===== src/rtl/home_inventory_pkg.sv =====
// Shared constants and helpers for the home-inventory sampling blocks
// (framer, event detector, timestamped peripherals).
package home_inventory_pkg;
  localparam int NUM_CH   = 8;
  localparam int CH_IDX_W = 3;
  localparam int SAMPLE_W = 32;
  localparam int TS_W     = 32;

  typedef enum logic {ST_IDLE, ST_COLLECT} frm_st_e;

  // Saturating increment: statistics stick at all-ones instead of wrapping.
  function automatic logic [31:0] sat_inc32(input logic [31:0] v);
    return (v == 32'hFFFF_FFFF) ? v : v + 32'd1;
  endfunction
endpackage


===== src/rtl/home_inventory_ts_counter.sv =====
// Free-running timestamp: prescaler divides clk by TS_DIV, 32-bit counter wraps.
module home_inventory_ts_counter
  import home_inventory_pkg::*;
#(
  parameter int TS_DIV = 1
) (
  input  logic            clk,
  input  logic            rst,
  output logic [TS_W-1:0] ts
);
  localparam logic [15:0] DIV_M1 = 16'(TS_DIV - 1);

  logic [15:0] pre;

  always_ff @(posedge clk) begin
    if (rst) begin
      pre <= '0;
      ts  <= '0;
    end else if (pre == DIV_M1) begin
      pre <= '0;
      ts  <= ts + 32'd1;
    end else begin
      pre <= pre + 16'd1;
    end
  end
endmodule


===== src/rtl/home_inventory_sample_framer.sv =====
// Collects ordered ch0..ch7 words into a timestamped frame and strobes it to
// the event detector; tracks committed/dropped frame statistics.
module home_inventory_sample_framer
  import home_inventory_pkg::*;
#(
  parameter int TS_DIV        = 1,
  parameter int FRAME_TIMEOUT = 1023
) (
  input  logic                clk,
  input  logic                rst,
  input  logic                enable,
  input  logic                clear_stats,
  input  logic                in_valid,
  output logic                in_ready,
  input  logic [CH_IDX_W-1:0] in_ch,
  input  logic [SAMPLE_W-1:0] in_data,
  output logic                sample_valid,
  output logic [TS_W-1:0]     ts_now,
  output logic [SAMPLE_W-1:0] sample_ch0,
  output logic [SAMPLE_W-1:0] sample_ch1,
  output logic [SAMPLE_W-1:0] sample_ch2,
  output logic [SAMPLE_W-1:0] sample_ch3,
  output logic [SAMPLE_W-1:0] sample_ch4,
  output logic [SAMPLE_W-1:0] sample_ch5,
  output logic [SAMPLE_W-1:0] sample_ch6,
  output logic [SAMPLE_W-1:0] sample_ch7,
  output logic [31:0]         frame_count,
  output logic [31:0]         drop_count,
  output logic                seq_err,
  output logic                busy
);
  localparam logic [15:0]         TO_M1   = 16'(FRAME_TIMEOUT - 1);
  localparam logic [CH_IDX_W-1:0] LAST_CH = CH_IDX_W'(NUM_CH - 1);

  logic [TS_W-1:0]     ts, ts_shadow;
  logic [SAMPLE_W-1:0] shadow   [NUM_CH-1];
  logic [SAMPLE_W-1:0] sample_q [NUM_CH];
  logic [CH_IDX_W-1:0] exp_ch, exp_nxt;
  frm_st_e             st, st_nxt;
  logic [15:0]         idle_cnt, idle_nxt;
  logic                commit, drop, seq_set, ts_cap, wr_sh;
  logic [31:0]         frame_cnt_q, drop_cnt_q;

  home_inventory_ts_counter #(.TS_DIV(TS_DIV)) u_ts (.clk(clk), .rst(rst), .ts(ts));

  assign in_ready    = enable;
  assign busy        = (st == ST_COLLECT);
  assign frame_count = frame_cnt_q;
  assign drop_count  = drop_cnt_q;

  always_ff @(posedge clk) begin
    if (rst) begin
      st       <= ST_IDLE;
      exp_ch   <= '0;
      idle_cnt <= '0;
    end else begin
      st       <= st_nxt;
      exp_ch   <= exp_nxt;
      idle_cnt <= idle_nxt;
    end
  end

  // A restart after a sequence error always arrives on ch0, so the shadow slot
  // to write is in_ch in both the in-order and the restart case.
  always_comb begin
    exp_nxt  = exp_ch;
    idle_nxt = idle_cnt;
    commit   = 1'b0;
    drop     = 1'b0;
    seq_set  = 1'b0;
    ts_cap   = 1'b0;
    wr_sh    = 1'b0;
    if (!enable) begin
      drop     = (exp_ch != '0);
      exp_nxt  = '0;
      idle_nxt = '0;
    end else if (in_valid) begin
      idle_nxt = '0;
      if (in_ch == exp_ch) begin
        ts_cap = (exp_ch == '0);
        if (exp_ch == LAST_CH) begin
          commit  = 1'b1;
          exp_nxt = '0;
        end else begin
          wr_sh   = 1'b1;
          exp_nxt = exp_ch + 3'd1;
        end
      end else begin
        seq_set = 1'b1;
        drop    = (exp_ch != '0);
        if (in_ch == '0) begin
          ts_cap  = 1'b1;
          wr_sh   = 1'b1;
          exp_nxt = 3'd1;
        end else begin
          exp_nxt = '0;
        end
      end
    end else if (exp_ch != '0) begin
      if (idle_cnt == TO_M1) begin
        drop     = 1'b1;
        exp_nxt  = '0;
        idle_nxt = '0;
      end else begin
        idle_nxt = idle_cnt + 16'd1;
      end
    end
    st_nxt = (exp_nxt != '0) ? ST_COLLECT : ST_IDLE;
  end

  for (genvar i = 0; i < NUM_CH; i++) begin : g_ch
    if (i < NUM_CH - 1) begin : g_sh
      always_ff @(posedge clk) begin
        if (rst)                                       shadow[i] <= '0;
        else if (wr_sh && in_ch == CH_IDX_W'(i))       shadow[i] <= in_data;
      end
      always_ff @(posedge clk) begin
        if (rst)         sample_q[i] <= '0;
        else if (commit) sample_q[i] <= shadow[i];
      end
    end else begin : g_last
      always_ff @(posedge clk) begin
        if (rst)         sample_q[i] <= '0;
        else if (commit) sample_q[i] <= in_data;
      end
    end
  end

  assign sample_ch0 = sample_q[0];
  assign sample_ch1 = sample_q[1];
  assign sample_ch2 = sample_q[2];
  assign sample_ch3 = sample_q[3];
  assign sample_ch4 = sample_q[4];
  assign sample_ch5 = sample_q[5];
  assign sample_ch6 = sample_q[6];
  assign sample_ch7 = sample_q[7];

  always_ff @(posedge clk) begin
    if (rst) begin
      ts_shadow    <= '0;
      ts_now       <= '0;
      sample_valid <= 1'b0;
    end else begin
      sample_valid <= commit;
      if (ts_cap) ts_shadow <= ts;
      if (commit) ts_now    <= ts_shadow;
    end
  end

  // Clear wins over a same-cycle increment or error.
  always_ff @(posedge clk) begin
    if (rst || clear_stats) begin
      frame_cnt_q <= '0;
      drop_cnt_q  <= '0;
      seq_err     <= 1'b0;
    end else begin
      if (commit)  frame_cnt_q <= sat_inc32(frame_cnt_q);
      if (drop)    drop_cnt_q  <= sat_inc32(drop_cnt_q);
      if (seq_set) seq_err     <= 1'b1;
    end
  end
endmodule


===== config.mk =====
export PLATFORM = sky130hd
export DESIGN_NAME = home_inventory_sample_framer
export DESIGN_NICKNAME = d
export VERILOG_FILES = /design/src/rtl/home_inventory_pkg.sv /design/src/rtl/home_inventory_ts_counter.sv /design/src/rtl/home_inventory_sample_framer.sv
export SDC_FILE = /design/constraint.sdc
export NUM_CORES = 1
export LEC_CHECK = 0
export CAP_MARGIN = 20
export CORE_ASPECT_RATIO = 1.4
export CORE_MARGIN = 2
export CORE_UTILIZATION = 40
export DETAILED_ROUTE_END_ITERATION = 16
export GPL_TIMING_DRIVEN = 1
export REMOVE_ABC_BUFFERS = 1
export SYNTH_ARGS = -nofsm -noshare
export SYNTH_HDL_FRONTEND = slang
export SYNTH_SLANG_ARGS = --single-unit

===== constraint.sdc =====
create_clock -name clk -period 16.2 [get_ports clk]
set_clock_uncertainty 0.15 [all_clocks]
set_input_delay 3.24 -clock clk [delete_from_list [all_inputs] [get_ports clk]]
set_output_delay 3.24 -clock clk [all_outputs]
set_load 0.03 [all_outputs]

== After elaboration in Yosys (flattened, before gate mapping) ==
Memory sizes are Yosys's and may differ from the RTL's.
Index checks and enable logic that the tools add are counted.

* Memories: 2
* Input port bits: 40
* Memory bits (writable): 480
* Word-level logic and storage cells: 135
* Register bits after elaboration: 198
* Output and inout bits: 356

* Add/sub/neg operators: 6
* Equal/unequal tests: 11
* Muxes and demuxes: 70
* Bitwise logic cells: 18
* Reduce and logical (&&, ||, !) cells: 17

{| class="wikitable"
|+ Memory list
! name !! depth !! bits a word !! rd ports !! clocked after Yosys merged registers in !! write ports !! line !! source
|-
| sample_q || 8 || 32 || 8 || 0 || 8 || home_inventory_sample_framer.sv:37 || <nowiki>logic [SAMPLE_W-1:0] sample_q [NUM_CH];</nowiki>
|-
| shadow || 7 || 32 || 7 || 0 || 7 || home_inventory_sample_framer.sv:36 || <nowiki>logic [SAMPLE_W-1:0] shadow [NUM_CH-1];</nowiki>
|}

{| class="wikitable"
|+ Operator list
! operator !! number
|-
| two-way mux 32 bit || 15
|-
| adder 32 x 1 -> 32 bit, second input constant || 3
|-
| == test 32 bit, second input constant || 2
|-
| two-way mux 1 bit || 48
|-
| adder 16 x 1 -> 16 bit, second input constant || 2
|-
| two-way mux 3 bit || 6
|-
| == test 16 x 10 -> 1 bit, second input constant || 1
|-
| logical NOT 16 bit || 1
|-
| two-way mux 16 bit || 1
|-
| bitwise OR 1 bit || 15
|-
| == test 3 bit, second input constant || 4
|-
| logical AND 1 bit || 7
|-
| == test 3 x 2 -> 1 bit, second input constant || 2
|-
| logical NOT 3 bit || 2
|-
| nonzero test 3 bit || 2
|-
| AND reduction 2 bit || 2
|-
| adder 3 x 1 -> 3 bit, second input constant || 1
|-
| == test 3 x 1 -> 1 bit, second input constant || 1
|-
| == test 3 bit || 1
|-
| NOT 1 bit || 3
|-
| OR reduction 3 bit || 1
|-
| OR reduction 2 bit || 1
|-
| logical OR 1 bit || 1
|}

== Longest topological paths before layout ==
Gate-level depths: netlist of run 1.

* Depth in word-level cells: 10
* Depth in mapped cells: 10

== Modules after synthesis ==
From an unflattened synthesis of run 1, not the netlist that was laid out.

* Cells, all modules: 2,101
* Area total of the unflattened synthesis: 26,859.5 um2

{| class="wikitable"
|+ By module, submodules not included
! module !! area an instance (um2) !! times used !! cells an instance !! seq. area each (um2)
|-
| home_inventory_sample_framer || 24,577.3 || 1 || 1,829 || 17,416.7
|-
| home_inventory_ts_counter || 2,282.2 || 1 || 272 || 960.9
|}

== Least setup slack after synthesis of run 1 ==
Ideal clock, no wire load.

* Path type: input port to flip-flop
* From: in in_ch[1]
* To: mem sample_q[0][0], enable pin
* Stages: 7
* Setup time: 0.664 ns
* Path buffers: 3
* Arrival time: 10.604 ns
* Data required time: 15.386 ns
* Setup slack: 4.783 ns
* Cell sequence: clkbuf_1 xor2_1 nor4_2 nand2_1 clkbuf_1 clkbuf_1 nand2b_1

{| class="wikitable"
|+ RTL lines
! element !! line !! source
|-
| start, declared || home_inventory_sample_framer.sv:15 || <nowiki>input logic [CH_IDX_W-1:0] in_ch,</nowiki>
|-
| end, declared || home_inventory_sample_framer.sv:37 ||
|}

== Final worst setup path of run 1 ==
* From: in enable
* To: out in_ready

{| class="wikitable"
|+ RTL lines
! element !! line !! source
|-
| start, declared || home_inventory_sample_framer.sv:11 || <nowiki>input logic enable,</nowiki>
|-
| end, declared || home_inventory_sample_framer.sv:14 || <nowiki>output logic in_ready,</nowiki>
|}

No word-level cell between the ends.

==> results of run 1 <==
area by class of cell:
class	count	area (um^2)
multi-input cells	1329	7840
clock buffers	95	1870
repair buffers	426	4260
fillers	5798	32600
well taps	855	1070
flip-flops and latches	678	18400
clock inverters	25	214
inverters	25	93.8
flip-flops by register name, indices dropped and copies added (netlist names):
signal / count
ts_now: 32
exp_ch: 3
seq_err: 1
frame_count: 32
ts_shadow: 32
busy: 1
u_ts.pre: 16
drop_count: 32
idle_cnt: 16
sample_q: 256
u_ts.ts: 32
shadow: 224
sample_valid: 1
metrics by stage:
step | util | power, uW
detailed placement | 0.476 | 2110
finish | 0.509 | 3570
global placement | 0.475 | 2110
CTS | 0.507 | 3610
floorplan | - | 2020
global route | 0.509 | 3680
tightest hold or removal path, delay by kind of cell (launching register included):
kind               cells  cell delay, ns
AOI/OAI and AO/OA      1            0.05
DFF                    1            0.31
and+or+nand+nor        1            0.05
per-layer routing:
metal	vias up	global-route usage
met2	496	0.351
met4	2	0.0684
met3	109	0.0400
met1	8526	0.231
li1	8361	-
met5	-	0
power by group:
group / internal [uW] / leakage (uW) / switching [uW] / total (uW)
logic: 55.4 / 0.00400 / 118 / 173
clock network: 843 / 0.00103 / 651 / 1490
registers: 1890 / 0.00667 / 13.7 / 1900
synth_stat cells, types with 3 or more instances:
cell,instances
nor2b_1,16
nand3_1,51
or2_2,3
nor2_1,246
dfxtp_1,198
buf_2,4
nor4_1,22
a211oi_1,4
o211ai_1,3
and2_1,357
o31a_1,6
o21bai_1,3
a31oi_1,5
a41o_1,3
nand2b_1,46
ha_1,10
o41ai_1,3
or4_1,45
edfxtp_1,480
mux2_2,11
mux2i_1,38
xnor2_1,15
nor3_1,21
o31ai_1,34
and3_1,13
a21oi_1,89
nand4b_1,3
a31o_2,5
or3_1,24
clkbuf_1,110
xor2_1,25
nand4_1,38
o21ai_0,23
inv_1,25
o21a_1,8
and4_1,7
nand2_1,134
worst min-delay path by stage:
stage                  startpoint         end  depth (start not counted)
floorplan            ts_shadow[0]   ts_now[0]                          2
global placement    ts_shadow[10]  ts_now[10]                          2
detailed placement     ts_now[16]  ts_now[16]                          2
CTS                  ts_shadow[5]   ts_now[5]                          2
global route         ts_shadow[5]   ts_now[5]                          2
finish              ts_shadow[10]  ts_now[10]                          2
cell usage in the layout, fill, tap and decap left out, types with 6 or more instances in the layout:
| cell type | Yosys | final |
|---|---|---|
| or3_1 | 24 | 24 |
| mux2i_1 | 38 | 38 |
| nor2b_1 | 16 | 16 |
| a21oi_1 | 89 | 88 |
| dfxtp_1 | 198 | 198 |
| buf_4 | 1 | 24 |
| edfxtp_1 | 480 | 480 |
| nand2_1 | 134 | 132 |
| clkbuf_1 | 110 | 19 |
| xor2_1 | 25 | 25 |
| nand2b_1 | 46 | 41 |
| nand3_1 | 51 | 50 |
| and2_1 | 357 | 357 |
| o21ai_0 | 23 | 23 |
| and3_1 | 13 | 13 |
| inv_1 | 25 | 25 |
| nor3_1 | 21 | 18 |
| clkinv_2 | 0 | 12 |
| and4_1 | 7 | 7 |
| clkdlybuf4s50_1 | 0 | 394 |
| xnor2_1 | 15 | 15 |
| mux2_2 | 11 | 11 |
| clkbuf_8 | 0 | 6 |
| nand4_1 | 38 | 38 |
| nor2_1 | 246 | 244 |
| clkbuf_16 | 0 | 68 |
| o31a_1 | 6 | 6 |
| nor4_1 | 22 | 21 |
| o31ai_1 | 34 | 34 |
| ha_1 | 10 | 10 |
| o21a_1 | 8 | 8 |
| or4_1 | 45 | 45 |
cell families after synthesis:
family	Yosys count	share of synthesized area
mux	49	0.0189
compound gates	193	0.0449
buf+inv	142	0.0206
fa+ha+maj	10	0.00469
xor+xnor	40	0.0131
flops	678	0.689
simple gates	1037	0.209
==> results_dict.tcl, run 1 <==
set metrics [dict create \
    io_buffers 395 \
    overflow 0 \
    wl_met3_um 3820 \
    clk_pin_slew_worst_paths_ns 0.06 \
    grt_use_total 0.195 \
    critPathLaunch "enable" \
    dpl_cell_area_um2 31600 \
    pin_count 396 \
    drtAntennaViolNets 0 \
    synth_seq_cells 678 \
    cp.depth 2 \
    worst_pin_slew_ns 1.12 \
    status "complete, no violations" \
    antenna_found_initial 1 \
    r2r_end "sample_q[1][91]" \
    synth_top_area_cell "edfxtp_1" \
    dp_hpwl_um 45000 \
    cp_num_buf_inv 2 \
    crit_fanout 6 \
    reg2reg_slack_ns 11.39 \
    powerDensity_nw_per_um2 106 \
    diodes 0 \
    avgRoutedWirePerCell_um 19.9 \
    final_cell_area_um2 33700 \
    slew_violations 0 \
    final.setup.worst_slack_ns 8.30 \
    end_kind "primary output" \
    drive_above_1_share 0.0656 \
    viasPerCell 5.10 \
    timing.final.crit_period_ns 7.90 \
    hp-class "reg2reg" \
    clock_sink_count 678 \
    routed-wl-met2_um 35100 \
    root_buffer "clkbuf_16" \
    grt_pass1_vias 17200 \
    crit_arrival_ns 4.51 \
    cts_tree "yes" \
    numCtsBuffers 66 \
    path_cells "clkdlybuf4s50_1 -> clkdlybuf4s50_1" \
    drv_cap 0 \
    reg2reg_from "exp_ch[1]" \
    nets 2576 \
    path_delay_family "buffers and inverters" \
    synth_area_um2 26700 \
    via_count 17500 \
    required_ns 12.81 \
    synth_cells 2149 \
    drc_errors 0 \
    fin_setup_tns_ns 0 \
    die_area_um2 68800 \
    cts.path.max_buffers 3 \
    cts_setup_buffers 0 \
    start_util 0.402 \
    syn_area_per_cell_um2 12.4 \
    top_layer "met5" \
    htree_levels 3 \
    ctsResizeCount 0 \
    wirelength_um 68300 \
    synth.area.top_cells "edfxtp_1 54%, dfxtp_1 15%, and2_1 8.4%" \
    postCtsHoldBufs 0 \
    synth_edf_count 480 \
    hold_violations 0 \
    fin_crit_sh 0.488 \
    power_leakage_uw 0.0117 \
    synth_async_sr_flop_share 0 \
    row_count 112 \
    stdcell_count 3433 \
    area.growth.synth_to_final_pct 26.5 \
    critPathLaunchType "input pin" \
    die_y_um 309 \
    reg2reg_depth 7 \
    first_pass_iters 6 \
    yosysWarningCount 0 \
    grt_max_degree 149 \
    whs_ns 0.303 \
    drt-met1-wl_um 27400 \
    globalplace.congestion 0.832 \
    endpoint "in_ready" \
    critPathKind "in2out" \
    rsz0062_at_grt "no" \
    critical_path.most_common_cell "clkdlybuf4s50_1" \
    max-slew-margin-rel 0.255 \
    post-place-ws_ns 7.69 \
    ys.flop_type "edfxtp_1" \
    ir_drop_mv 0.0607 \
    die_x_um 222 \
    ys_seq_area_frac 0.689 \
    synthDistinctLibCells 54 \
    cp_slowest_cell "clkdlybuf4s50_1" \
    coreArea_um2 66300 \
    max_freq_ghz 0.127 \
    clkLatencyLatePin_ns 0.59 \
    yosysTopAreaCellShare 0.541 \
    slowest_delay_ns 0.70 \
    setup_viol 0 \
    drtIter0Drc 989 \
    grt_pass1_wl_um 103000 \
    dp.cells 3308 \
]
Note: power is estimated with default switching activity, not from simulation.
==> inputs of run 2 (changes only) <==
Clock period 16.2 ns to 6.8 ns, I/O delays scaled along.
==> run 2 against run 1 <==
Net effect: clock power grew 150%; critical path depth grew 5; design area grew 0.29%; first-iteration DRC count grew 10%; power grew 140%; via count is essentially flat; clock-buffer cell count shrank 6; flip-flop and latch count is the same; register-to-register slack lost 8.2 ns; global-route usage shrank 0.15 points; worst setup slack lost 6.0 ns.
==> results_dict.tcl, run 2 (synthesis gave the netlist of run 1 again) <==
set metrics [dict create \
    status "complete, no violations" \
    cp.depth 7 \
    whs_path_depth 2 \
    mostFrequentLayoutCells "480 x edfxtp_1, 394 x clkdlybuf4s50_1, 357 x and2_1, 244 x nor2_1, 198 x dfxtp_1" \
    whs_endpoint "ts_now[15]" \
    die_area_um2 68800 \
    drv_cap 0 \
    cts_tree "yes" \
    via_count 17500 \
    power_leakage_uw 0.0117 \
    end_kind "flop" \
    cp_slowest_cell "nor4_2" \
    critical_path.most_common_cell "buf_4" \
    hp-class "reg2reg" \
    rsz0062_at_grt "no" \
    overflow 0 \
    ir_drop_mv 0.166 \
    critPathLaunch "in_valid" \
    drive_above_1_share 0.0648 \
    root_buffer "clkbuf_16" \
    drtAntennaViolNets 0 \
    max-slew-margin-rel 0.264 \
    avgRoutedWirePerCell_um 19.8 \
    grt_pass1_wl_um 102000 \
    postCtsHoldBufs 0 \
    clock_sink_count 678 \
    die_x_um 222 \
    cts.path.max_buffers 3 \
    r2r_end "shadow[2][3]" \
    area.growth.synth_to_final_pct 26.8 \
    slew_violations 0 \
    clk_pin_slew_worst_paths_ns 0.06 \
    powerDensity_nw_per_um2 256 \
    fin_setup_tns_ns 0 \
    worst_pin_slew_ns 1.10 \
    fin_crit_sh 0.656 \
    globalplace.congestion 0.788 \
    required_ns 6.89 \
    timing.final.crit_period_ns 4.46 \
    whs_ns 0.303 \
    reg2reg_depth 8 \
    grt_max_degree 202 \
    antenna_found_initial 2 \
    nets 2573 \
    drtIter0Drc 1092 \
    dp_hpwl_um 45900 \
    pin_count 396 \
    slowest_delay_ns 0.80 \
    critPathKind "in2reg" \
    first_pass_iters 5 \
    die_y_um 309 \
    largest_reg_flops 256 \
    numCtsBuffers 69 \
    stdcell_count 3433 \
    utilization 0.510 \
    regMostFlops "sample_q" \
    cp_num_buf_inv 3 \
    htree_levels 3 \
    io_buffers 395 \
    hp-start "ts_now[15]" \
    critPathLaunchType "input pin" \
    drc_errors 0 \
    ctsResizeCount 0 \
    mostFrequentLayoutCell "edfxtp_1" \
    top_regs "sample_q x256, shadow x224" \
    path_cells "clkdlybuf4s50_1 -> nand2_1 -> nor4_2 -> nand2_2 -> buf_4 -> nand2b_4 -> buf_4" \
    start_util 0.402 \
    hold_violations 0 \
    reg2reg_slack_ns 3.15 \
    reg2reg_from "exp_ch[0]" \
    dp.cells 3304 \
    grt_use_total 0.193 \
    coreArea_um2 66300 \
    crit_arrival_ns 4.55 \
    path_delay_family "simple AND/OR/NAND/NOR gates" \
    cts_setup_buffers 0 \
    setup_viol 0 \
    grt_pass1_vias 17100 \
    crit_fanout 47 \
    max_freq_ghz 0.224 \
    clkLatencyLatePin_ns 0.62 \
    diodes 0 \
    viasPerCell 5.09 \
    wirelength_um 67900 \
    row_count 112 \
]
==> run 2: power breakdown <==
part	total, uW	switching (uW)	leakage, uW	internal (uW)
logic	405	273	0.00397	132
clock network	3700	1600	0.00107	2090
registers	4540	41.0	0.00667	4500
==> run 2: layout make-up <==
class | count | area (um^2)
Timing Repair Buffer | 420 | 4220
Clock buffer | 89 | 1880
Inverter | 25 | 93.8
Sequential cell | 678 | 18400
Clock inverter | 37 | 333
Tap cell | 855 | 1070
Multi-Input combinational cell | 1329 | 7840
Fill cell | 5765 | 32500
==> run 2: worst max-delay path by stage <==
stage / endpoint / slack [ns]
CTS: shadow[4][10] / 2.18
finish: sample_q[1][102] / 2.34
global placement: shadow[5][10] / 1.62
floorplan: sample_q[0][0] / -2.93
global route: sample_q[0][38] / 2.03
detailed placement: shadow[4][21] / 1.55
==> run 2: per-stage QoR <==
stage	area [um^2]	setup slack (ns)	power, uW
after floorplan	26200	-2.93	4820
after global placement	31500	1.62	5030
after detailed placement	31600	1.55	5040
after CTS	33800	2.18	8740
after global routing	33800	2.03	8910
final	33800	2.34	8640
==> run 2: routing by layer <==
metal	share of wire	global-route usage	vias to the layer above
li1	-	-	8353
met1	0.39	0.225	8497
met2	0.51	0.349	510
met3	0.064	0.0441	113
met4	0.030	0.0684	4
met5	0.00034	0	-
==> run 2: worst reg2reg max path: stages, from the launching register on <==
cell	delay, ns
dfxtp_1	0.36
ha_1	0.23
ha_1	0.31
inv_1	0.24
nand4_1	0.13
a211oi_1	0.53
nand3b_1	0.13
buf_4	0.30
nand2b_2	0.88
==> inputs of run 3 (changes only) <==
Clock period 6.8 ns to 4.5 ns, I/O delays scaled along.
==> run 3 against run 2 <==
Net effect: combinational power increased by 55%; highest routed layer unchanged; critical path depth down 1; final cell count barely moved; hold slack worse by 0.0014 ns; die area did not move; sequential share of layout area about the same; global-route usage is 0.21 points higher; design area about the same; wire length is 0.59% higher; clock-buffer cell count decreased by 3.
==> results_dict.tcl, run 3 (synthesis gave the netlist of run 1 again) <==
set metrics [dict create \
    clkLatencyLatePin_ns 0.60 \
    grt_max_degree 143 \
    setup_viol 0 \
    viasPerCell 5.14 \
    dp_hpwl_um 46700 \
    globalplace.congestion 0.812 \
    final_cell_area_um2 33800 \
    power_leakage_uw 0.0117 \
    crit_arrival_ns 3.83 \
    crit_fanout 24 \
    hold_violations 0 \
    largest_reg_flops 256 \
    critPathKind "reg2reg" \
    dpl_cell_area_um2 31700 \
    ir_drop_mv 0.297 \
    diodes 0 \
    die_x_um 222 \
    whs_ns 0.302 \
    hp-start "ts_now[5]" \
    timing.final.crit_period_ns 3.47 \
    clk_pin_slew_worst_paths_ns 0.05 \
    seqPwrFrac 0.535 \
    cts_tree "yes" \
    numCtsBuffers 67 \
    clockPowerShare 0.416 \
    rsz0062_at_grt "no" \
    die_y_um 309 \
    coreArea_um2 66300 \
    drtAntennaViolNets 0 \
    status "complete, no violations" \
    reg2reg_from "idle_cnt[1]" \
    die_area_um2 68800 \
    cts_setup_buffers 0 \
    multi_input_area_um2 7840 \
    postCtsHoldBufs 0 \
    grt_pass1_wl_um 103000 \
    ctsResizeCount 0 \
    overflow 0 \
    mostFrequentLayoutCells "480 x edfxtp_1, 394 x clkdlybuf4s50_1, 357 x and2_1, 244 x nor2_1, 198 x dfxtp_1" \
    powerDensity_nw_per_um2 379 \
    io_buffers 395 \
    start_util 0.402 \
    antenna_found_initial 1 \
    root_buffer "clkbuf_16" \
    comb_power_share 0.049 \
    reg2reg_slack_ns 1.03 \
    area.growth.synth_to_final_pct 26.8 \
    max-slew-margin-rel 0.389 \
    drive_above_1_share 0.0663 \
    htree_levels 3 \
    required_ns 4.85 \
    nets 2581 \
    cts.path.max_buffers 3 \
    whs_endpoint "ts_now[5]" \
    hp-class "reg2reg" \
    fillers 5812 \
    grt_use_total 0.196 \
    worst_pin_slew_ns 0.908 \
    end_kind "flop" \
    drtIter0Drc 1129 \
    pin_count 396 \
    layout.area.seq_um2 18400 \
    first_pass_iters 5 \
    grt_pass1_vias 17300 \
    via_count 17700 \
    critPathLaunchType "flop" \
    top_regs "sample_q x256, shadow x224" \
    slew_violations 0 \
    drv_cap 0 \
    r2r_end "drop_count[27]" \
    switching_share 0.220 \
    regMostFlops "sample_q" \
    cellInternalPower_uw 9990 \
    whs_path_depth 2 \
    wirelength_um 68300 \
    mostFrequentLayoutCell "edfxtp_1" \
    clock_sink_count 678 \
    drc_errors 0 \
    fin_crit_sh 0.772 \
    max_freq_ghz 0.288 \
    p_sw_uw 2820 \
    avgRoutedWirePerCell_um 19.9 \
    utilization 0.510 \
    row_count 112 \
    reg2reg_depth 6 \
]
run 3: cell types whose count changed in the layout (fill, tap and decap cells not counted), sizes merged:
cell,delta
buf,+11
clkinvlp,-5
clkbuf,-4
inv,+3
bufinv,-2
run 3: critical path: stages (launching register included):
cell and delay [ns]:
dfxtp_1 0.42, ha_1 0.20, or4b_1 0.45, or4_1 0.73
a211o_1 0.64, or4_1 0.60, a21oi_1 0.18
run 3: layer usage:
metal	vias up	wire length, um	global-route usage
li1	8361	-	-
met1	8660	27300	0.235
met2	542	35100	0.351
met3	98	3920	0.0371
met4	2	1950	0.0679
met5	-	13	0
run 3: power by group through the flow:
stage | Sequential [uW] | Combinational [uW] | Clock [uW]
detailed placement | 6990 | 638 | 0
global placement | 6980 | 632 | 0
global route | 6860 | 663 | 5700
CTS | 6850 | 639 | 5480
finish | 6850 | 629 | 5330
floorplan | 7150 | 132 | 0
run 3: layout make-up:
type / instances / area share
flip-flops and latches: 678 / 0.543
multi-input cells: 1329 / 0.232
repair buffers: 430 / 0.129
clock buffers: 86 / 0.0548
well taps: 855 / 0.0316
clock inverters: 33 / 0.00636
inverters: 25 / 0.00277
run 3: stage by stage:
stage               total power, uW  std cells  TNS [ns]  setup WS [ns]
finish                        12800       3436         0           1.03
global route                  13200       3436         0          0.883
global placement               7620       3315         0          0.670
CTS                           13000       3434         0           1.01
floorplan                      7280       2032  -2197.15          -4.77
detailed placement             7620       3315         0          0.584
run 3: worst max-delay path by stage:
stage	startpoint	to	slack (ns)	cells past startpoint
4_1_cts	idle_cnt[1]	drop_count[27]	1.01	6
3_3_place_gp	in_ch[1]	shadow[6][4]	0.67	8
3_5_place_dp	in_ch[1]	shadow[6][21]	0.58	8
6_report	idle_cnt[1]	drop_count[27]	1.03	6
5_1_grt	idle_cnt[1]	drop_count[27]	0.88	6
2_1_floorplan	in_ch[1]	sample_q[0][0]	-4.77	4
